File: config.mk
export PLATFORM = sky130hd
export DESIGN_NAME = tx_frame_sched
export DESIGN_NICKNAME = d
export VERILOG_FILES = /design/src/rtl/tx_frame_sched.sv
export SDC_FILE = /design/constraint.sdc
export NUM_CORES = 1
export LEC_CHECK = 0
export ABC_AREA = 1
export ABC_CLOCK_PERIOD_IN_PS = 5100
export BUFFER_PORTS_ARGS = -buffer_cell sky130_fd_sc_hd__buf_2
export CAP_MARGIN = 10
export CORE_ASPECT_RATIO = 1.75
export CORE_UTILIZATION = 55
export CTS_CLUSTER_SIZE = 20
export DETAILED_ROUTE_END_ITERATION = 16
export PLACE_DENSITY = 0.8
export RECOVER_POWER = 25
export SYNTH_ARGS = -nofsm -noshare
export SYNTH_HDL_FRONTEND = slang
export SYNTH_SLANG_ARGS = --single-unit
File: constraint.sdc
create_clock -name sys_clk -period 5.1 [get_ports sys_clk]
set_clock_uncertainty 0.2 [all_clocks]
set_input_delay 1.275 -clock sys_clk [delete_from_list [all_inputs] [get_ports sys_clk]]
set_output_delay 1.275 -clock sys_clk [all_outputs]
set_load 0.02 [all_outputs]
File: src/rtl/tx_frame_sched.sv
// tx_frame_sched: sequencing controller for the 10G TX frame generator on XGMII port 0.
// It decides when the generator starts each frame. It enforces the inter-frame gap and
// the burst length. Before test traffic starts, it can resolve the gateway MAC by ARP,
// with a timeout and retries.
//
// Ports:
//   sys_clk, sys_rst          clock and synchronous active-high reset
//   tx_enable                 level: run traffic while high (rising edge starts a new run)
//   tx_req_arp                level: resolve destination MAC by ARP before sending
//   inter_frame_gap           idle cycles between frame_done and the next frame_start
//   burst_count               frames per run, 0 = unlimited
//   arp_reply_valid/_mac      gateway ARP reply seen on RX, with sender MAC
//   arp_done, frame_done      generator finished the ARP request / IPv4 frame
//   sec_oneshot               once-per-second pulse (statistics only)
//   arp_start, frame_start    one-cycle start pulses to the generator
//   tx0_dst_mac, dst_mac_valid  resolved destination MAC (broadcast when unresolved)
//   arp_fail, burst_done      sticky status, cleared by a tx_enable rising edge
//   frames_sent               frames completed in the current run
//   tx_state                  FSM state for debug: 0 idle, 1 req_arp, 2 wait_arprep, 3 send, 4 gap
//
// Optional build macro TX_SCHED_STATS_EN adds output tx_fps. It reports the number of
// frames completed during the last one-second interval.

module tx_frame_sched #(
  parameter logic [31:0] ARP_TIMEOUT   = 32'd156250000,
  parameter logic [3:0]  ARP_RETRY_MAX = 4'd3
) (
  input  logic        sys_clk,
  input  logic        sys_rst,
  input  logic        tx_enable,
  input  logic        tx_req_arp,
  input  logic [31:0] inter_frame_gap,
  input  logic [31:0] burst_count,
  input  logic        arp_reply_valid,
  input  logic [47:0] arp_reply_mac,
  input  logic        arp_done,
  input  logic        frame_done,
  input  logic        sec_oneshot,
  output logic        arp_start,
  output logic        frame_start,
  output logic [47:0] tx0_dst_mac,
  output logic        dst_mac_valid,
  output logic        arp_fail,
  output logic        burst_done,
  output logic [31:0] frames_sent,
  output logic [2:0]  tx_state
`ifdef TX_SCHED_STATS_EN
  ,
  output logic [31:0] tx_fps
`endif
);

  typedef enum logic [2:0] {
    StIdle     = 3'd0,
    StReqArp   = 3'd1,
    StWaitArp  = 3'd2,
    StSend     = 3'd3,
    StGap      = 3'd4
  } state_e;

  state_e      state_q;
  logic        en_q, req_q;
  logic [31:0] timer_q, gap_q;
  logic [3:0]  retry_q;

  logic        en_rise, req_rise;
  logic        bd_eff, af_eff, dmv_eff;
  logic [31:0] fs_eff, fs_inc;
  logic [3:0]  retry_nxt;

  // The "_eff" values are the sticky status after this cycle's edge-triggered clears.
  // Decisions use them, so a new run can leave IDLE on the same cycle the edge is seen.
  always_comb begin
    en_rise   = tx_enable & ~en_q;
    req_rise  = tx_req_arp & ~req_q;
    bd_eff    = burst_done & ~en_rise;
    af_eff    = arp_fail & ~en_rise;
    dmv_eff   = dst_mac_valid & ~req_rise;
    fs_eff    = en_rise ? 32'd0 : frames_sent;
    fs_inc    = fs_eff + 32'd1;
    retry_nxt = retry_q + 4'd1;
  end

  assign tx_state = state_q;

  always_ff @(posedge sys_clk) begin
    if (sys_rst) begin
      state_q       <= StIdle;
      en_q          <= 1'b0;
      req_q         <= 1'b0;
      timer_q       <= '0;
      gap_q         <= '0;
      retry_q       <= '0;
      arp_start     <= 1'b0;
      frame_start   <= 1'b0;
      tx0_dst_mac   <= '1;
      dst_mac_valid <= 1'b0;
      arp_fail      <= 1'b0;
      burst_done    <= 1'b0;
      frames_sent   <= '0;
    end else begin
      en_q          <= tx_enable;
      req_q         <= tx_req_arp;
      arp_start     <= 1'b0;
      frame_start   <= 1'b0;
      burst_done    <= bd_eff;
      arp_fail      <= af_eff;
      frames_sent   <= fs_eff;
      dst_mac_valid <= dmv_eff;
      if (req_rise) tx0_dst_mac <= '1;

      case (state_q)
        StIdle: begin
          if (tx_enable && !bd_eff && !af_eff) begin
            if (tx_req_arp && !dmv_eff) begin
              state_q   <= StReqArp;
              retry_q   <= '0;
              arp_start <= 1'b1;
            end else begin
              state_q     <= StSend;
              frame_start <= 1'b1;
            end
          end
        end

        StReqArp: begin
          // The request frame is always allowed to finish, even if tx_enable dropped.
          if (arp_done) begin
            if (!tx_enable) begin
              state_q <= StIdle;
            end else begin
              timer_q <= ARP_TIMEOUT - 32'd1;
              state_q <= StWaitArp;
            end
          end
        end

        StWaitArp: begin
          if (!tx_enable) begin
            state_q <= StIdle;
          end else if (arp_reply_valid) begin
            // A reply on the last timer cycle still wins over the timeout.
            tx0_dst_mac   <= arp_reply_mac;
            dst_mac_valid <= 1'b1;
            state_q       <= StSend;
            frame_start   <= 1'b1;
          end else if (timer_q == 32'd0) begin
            retry_q <= retry_nxt;
            if (retry_nxt == ARP_RETRY_MAX) begin
              arp_fail <= 1'b1;
              state_q  <= StIdle;
            end else begin
              state_q   <= StReqArp;
              arp_start <= 1'b1;
            end
          end else begin
            timer_q <= timer_q - 32'd1;
          end
        end

        StSend: begin
          if (frame_done) begin
            frames_sent <= fs_inc;
            if (burst_count != 32'd0 && fs_inc == burst_count) begin
              burst_done <= 1'b1;
              state_q    <= StIdle;
            end else if (!tx_enable) begin
              state_q <= StIdle;
            end else if (inter_frame_gap == 32'd0) begin
              frame_start <= 1'b1;
            end else begin
              gap_q   <= inter_frame_gap - 32'd1;
              state_q <= StGap;
            end
          end
        end

        StGap: begin
          if (!tx_enable) begin
            state_q <= StIdle;
          end else if (gap_q == 32'd0) begin
            state_q     <= StSend;
            frame_start <= 1'b1;
          end else begin
            gap_q <= gap_q - 32'd1;
          end
        end

        default: state_q <= StIdle;
      endcase
    end
  end

`ifdef TX_SCHED_STATS_EN
  logic [31:0] fps_cnt_q;
  logic        frame_acc;

  assign frame_acc = (state_q == StSend) && frame_done;

  always_ff @(posedge sys_clk) begin
    if (sys_rst) begin
      fps_cnt_q <= '0;
      tx_fps    <= '0;
    end else if (sec_oneshot) begin
      // A frame finishing on the boundary belongs to the new interval.
      tx_fps    <= fps_cnt_q;
      fps_cnt_q <= frame_acc ? 32'd1 : 32'd0;
    end else if (frame_acc) begin
      fps_cnt_q <= fps_cnt_q + 32'd1;
    end
  end
`else
  logic unused_sec_oneshot;
  assign unused_sec_oneshot = sec_oneshot;
`endif

endmodule

* After elaboration in Yosys (flattened, before gate mapping)
Index checks and enable logic that the tools add are counted.
Word-level totals: flip-flop bits (word level) 158, bits of input ports 120, logic and storage cells 139
Operators by class: add/subtract/negate cells 5, equality and inequality tests 23, multiplexer cells 70, bitwise operators 9, reductions and logical operators 19
Operators by type and width (count):
- two-way mux 32 bit | 14
- two-way mux 48 bit | 4
- one-hot mux 32 bit (2 select lines) | 2
- logical NOT 32 bit | 3
- subtractor 32 x 1 -> 32 bit, second input constant | 3
- two-way mux 3 bit | 11
- adder 32 x 1 -> 32 bit, second input constant | 1
- equality test 32 bit | 1
- nonzero test 32 bit | 1
- two-way mux 1 bit | 28
- inequality test 2 bit, second input constant | 14
- two-way mux 4 bit | 5
- AND reduction 6 bit | 3
- one-hot mux 3 bit (5 select lines) | 1
- inequality test 4 bit, second input constant | 2
- one-hot mux 4 bit (2 select lines) | 1
- AND reduction 7 bit | 1
- equality test 3 x 2 -> 1 bit, second input constant | 2
- nonzero test 2 bit | 3
- AND 1 bit | 5
- adder 4 x 1 -> 4 bit, second input constant | 1
- equality test 4 x 2 -> 1 bit, second input constant | 1
- logical AND 1 bit | 4
- two-way mux 2 bit | 2
- other kinds (8) | 13

* Logic depth before layout (Yosys ltp)
depth after elaboration 9, gate-level depth with buffers 25, depth with buffers taken out 22

* Worst setup path after synthesis
OpenSTA, ideal clock, no wires.
kind input-to-reg, start point in tx_enable, end point reg gap_q[0], arrival 3817 ps, data required time 4786 ps, path slack 969 ps, stages on the path 23, buffers on the path 4, cell sequence buf_6 nand2_8 buf_6 buf_2 nand2_1 inv_1 ha_1 nand4_1 inv_1 nand2_1 nor2_4 nand3_1 nand3_1 nand2_1 nor2_1 nand2_1 nor2_2 nand4_2 nand2_4 inv_2 buf_6 nor2_2 nor2_1
Between the ends: longest elaborated chain between the ends 7
RTL lines:
- start, declared | RTL line 30 | input logic tx_enable,
- AND 1 bit | RTL line 74 | en_rise = tx_enable & ~en_q;
- two-way mux 32 bit | RTL line 79 | fs_eff = en_rise ? 32'd0 : frames_sent;
- adder 32 x 1 -> 32 bit | RTL line 80 | fs_inc = fs_eff + 32'd1;
- equality test 32 bit | RTL line 164 | if (burst_count != 32'd0 && fs_inc == burst_count) begin
- logical AND 1 bit | RTL line 164
- inequality test 2 bit (no source line)
- AND reduction 7 bit (no source line) *
- end signal, assigned | RTL line 172 | gap_q <= inter_frame_gap - 32'd1;
- end signal, assigned | RTL line 185 | gap_q <= gap_q - 32'd1;
- end, declared | RTL line 63 | logic [31:0] timer_q, gap_q;
Mark *: on every way between the ends. The rest lies on a longest branch, timed or not. A chain may end at the register's enable or synchronous reset.

* Worst setup path after layout
start point in tx_enable, end point reg gap_q[30]
Same word-level chain as after synthesis.

==> flow_summary.ini <==
[synth]
ys_warn_count = 0
ys_seq_area_share_pct = 32.0
synth_edf_count = 0
synthesis.instances = 1548
synth_flop_cell = dfxtp_1
synth.avg_cell_area_um2 = 6.38
ys_types = 51
syn-num-nets = 1673
ys_seq_elements = 158
syn_area_um2 = 9880
synthArstFlopShare_pct = 0

[critical_path]
critPathKind = input port to flop
crit_buf_inv = 3
worstPathRequired_ns = 5.24
critical-path-max-stage-delay_ns = 0.64
path_cells = buf_2, nand2_8, buf_4, nand3_1, nor2_1, nand2_1, nor2_1, nand3_1, nand2_1, nand2_1, nand2_1, nor2_1, nand2_1, nor2_2, nand4_2, nand2_4, inv_2, nor2_2, nor2_1
regToRegStartpoint = tx_state[0]
cp.arrival_ns = 4.59
crit_family = simple AND/OR/NAND/NOR gates
crit_top_cell = nand2_1
crit_slowest_cell = inv_2
worstPathMaxFanout = 44
cp-start-kind = input port
crit_path_start = tx_enable
crit_path_end_kind = flop

[timing]
fin_crit_ns = 4.44
hold_viol = 0
setup_viol_count_final = 0
finalCritPeriodShare_pct = 87.1
worst_slew_margin_rel_pct = 8.51
maxSlewViolCount = 0
fin_tns_setup_ns = 0
setup_ws_ns = 0.658
fmax_mhz = 225
grt_setup_unrepaired = no
tightest_slew_ns = 1.37

[finish]
nets = 1851
final_common_cell = nand2_1
final_cell_mix = nand2_1, inv_1, nor2_1
area_growth_pct = 16.1
diodes = 0
final_util_pct = 65.4
drive_gt1_share_pct = 14.9
instances_no_fill = 1970

[drt]
drt-initial-drc-count = 517
drcViolationCount = 0
drtAntennaViolNets = 0
num_vias = 10800
dr.pass1.iters = 6
finalWirelength_um = 28700
wl_per_cell_um = 14.6
drt-vias-per-instance = 5.46

[pwr]
leakage_nw = 5.39
fin_total_pwr_mw = 4.48
p_per_area_nw_per_um2 = 390
ir_drop_mv = 0.335

[clock_network]
clock-sinks = 158
numCtsBuffers = 17
root_buffer = clkbuf_16
insertion_delay_ns = 0.42
ctsHoldBuffers = 0
post_cts_buffers = 0
htreeDepth = 4
cts_resized = 0
cts_tree = yes
clk_pin_slew_worst_paths_ns = 0.06
cts_buffer_depth = 2

[floorplanning]
ios = 208
fp.dieArea_um2 = 18500
die_y_um = 179
core_area_um2 = 17500
core.rowCount = 64
die_w_um = 103
start_util_pct = 56.3

[placement]
port_buffers = 206
hpwl_um = 20900
gp_routability_congestion = 0.915
pre_cts_ws_ns = 0.348
post-place-cells = 1938

[grt]
grt_usage_pct = 31.1
use_met1_pct = 33.3
grt-busiest-layer = met2
first_global_vias = 9937
use_met2_pct = 54.5
grt_max_degree = 85
grt_pass1_wl_um = 45200
met3_usage_pct = 6.55
antenna_found_initial = 0
grt_overflow_total = 0

[min_path]
hp-class = flop to flop
min_from = timer_q[0]

[job]
maxCapViolCount = 0

[outcome]
status = complete, no violations
## synth_stat cells (2+ instances only)
library cell    n  area share, %
nand3b_1        9           0.68
nor2_2         45            2.8
a211oi_1        2           0.15
and2_1          2           0.13
inv_1         190            7.2
o211a_1         2           0.20
xnor2_1        16            1.4
buf_2           7           0.35
nor4_1         24            1.5
nand4_1        23            1.5
nor3_1         21            1.1
nand2_1       337             13
dfxtp_1       158             32
buf_1           3           0.11
buf_6          10            1.1
xor2_1         35            3.1
inv_2           5           0.19
nand3_1       114            5.8
nand2_2         3           0.19
or2_2           2           0.13
nor2_4          5           0.57
nand3_2         4           0.41
nor2_1        187            7.1
a21boi_0        3           0.23
o21ai_0       125            6.3
o21a_1          4           0.30
o21bai_1       30            2.3
ha_1            5           0.63
o211ai_1        9           0.68
a21oi_1       102            5.2
and3_1          2           0.13
clkbuf_1       37            1.4
a31oi_1         9           0.57
## worst paths after layout
path                     end  slack, ns  cells after the start
setup / recovery   gap_q[30]       0.66                     19
hold reg to reg   timer_q[0]       0.25                      1
setup reg to reg   gap_q[30]       1.34                     16
hold / removal    timer_q[0]       0.25                      1
## through the flow
step | area [um2] | hold slack, ns
2_1_floorplan | 9880 | 0.222
3_3_place_gp | 11000 | 0.232
3_5_place_dp | 11000 | 0.239
4_1_cts | 11500 | 0.247
5_1_grt | 11500 | 0.260
6_report | 11500 | 0.250
## power by group
| part | switching [mW] | internal (mW) |
|---|---|---|
| clock network | 0.561 | 0.662 |
| registers | 0.186 | 1.45 |
| logic | 1.06 | 0.556 |
## cells by family (layout without fill, tap and decap cells)
logic type | Yosys count | in the layout | synth area share [%]
and+or+nand+nor | 787 | 787 | 35.7
DFF | 158 | 158 | 32.0
adders and majority gates | 5 | 5 | 0.633
buffers and inverters | 254 | 445 | 10.5
xor gates and xnor gates | 52 | 52 | 4.75
AOI/OAI and AO/OA | 292 | 292 | 16.4
## flip-flops by register name, summed over array words and instances (netlist names)
name           flops
dst_mac_valid      1
tx_state           3
frame_start        1
retry_q            4
burst_done         1
arp_fail           1
req_q              1
gap_q             32
timer_q           32
frames_sent       32
tx0_dst_mac       48
arp_start          1
en_q               1
## layer usage
layer  up-vias  part of all wire, %
met5         -                    0
met3       114                  6.0
met2       377                   51
met4         0                  5.6
li1       5385                    -
met1      4874                   37
## final cells by class
cell class                 instances  area, um2
clock buffer                      19        453
clock inverter                    13        105
fill                            1654       6070
inverter                         196        736
multi-input combinational       1136       5690
sequential                       158       3160
tap                              231        289
timing repair buffer             217       1040
(Power assumes the default switching activity.)
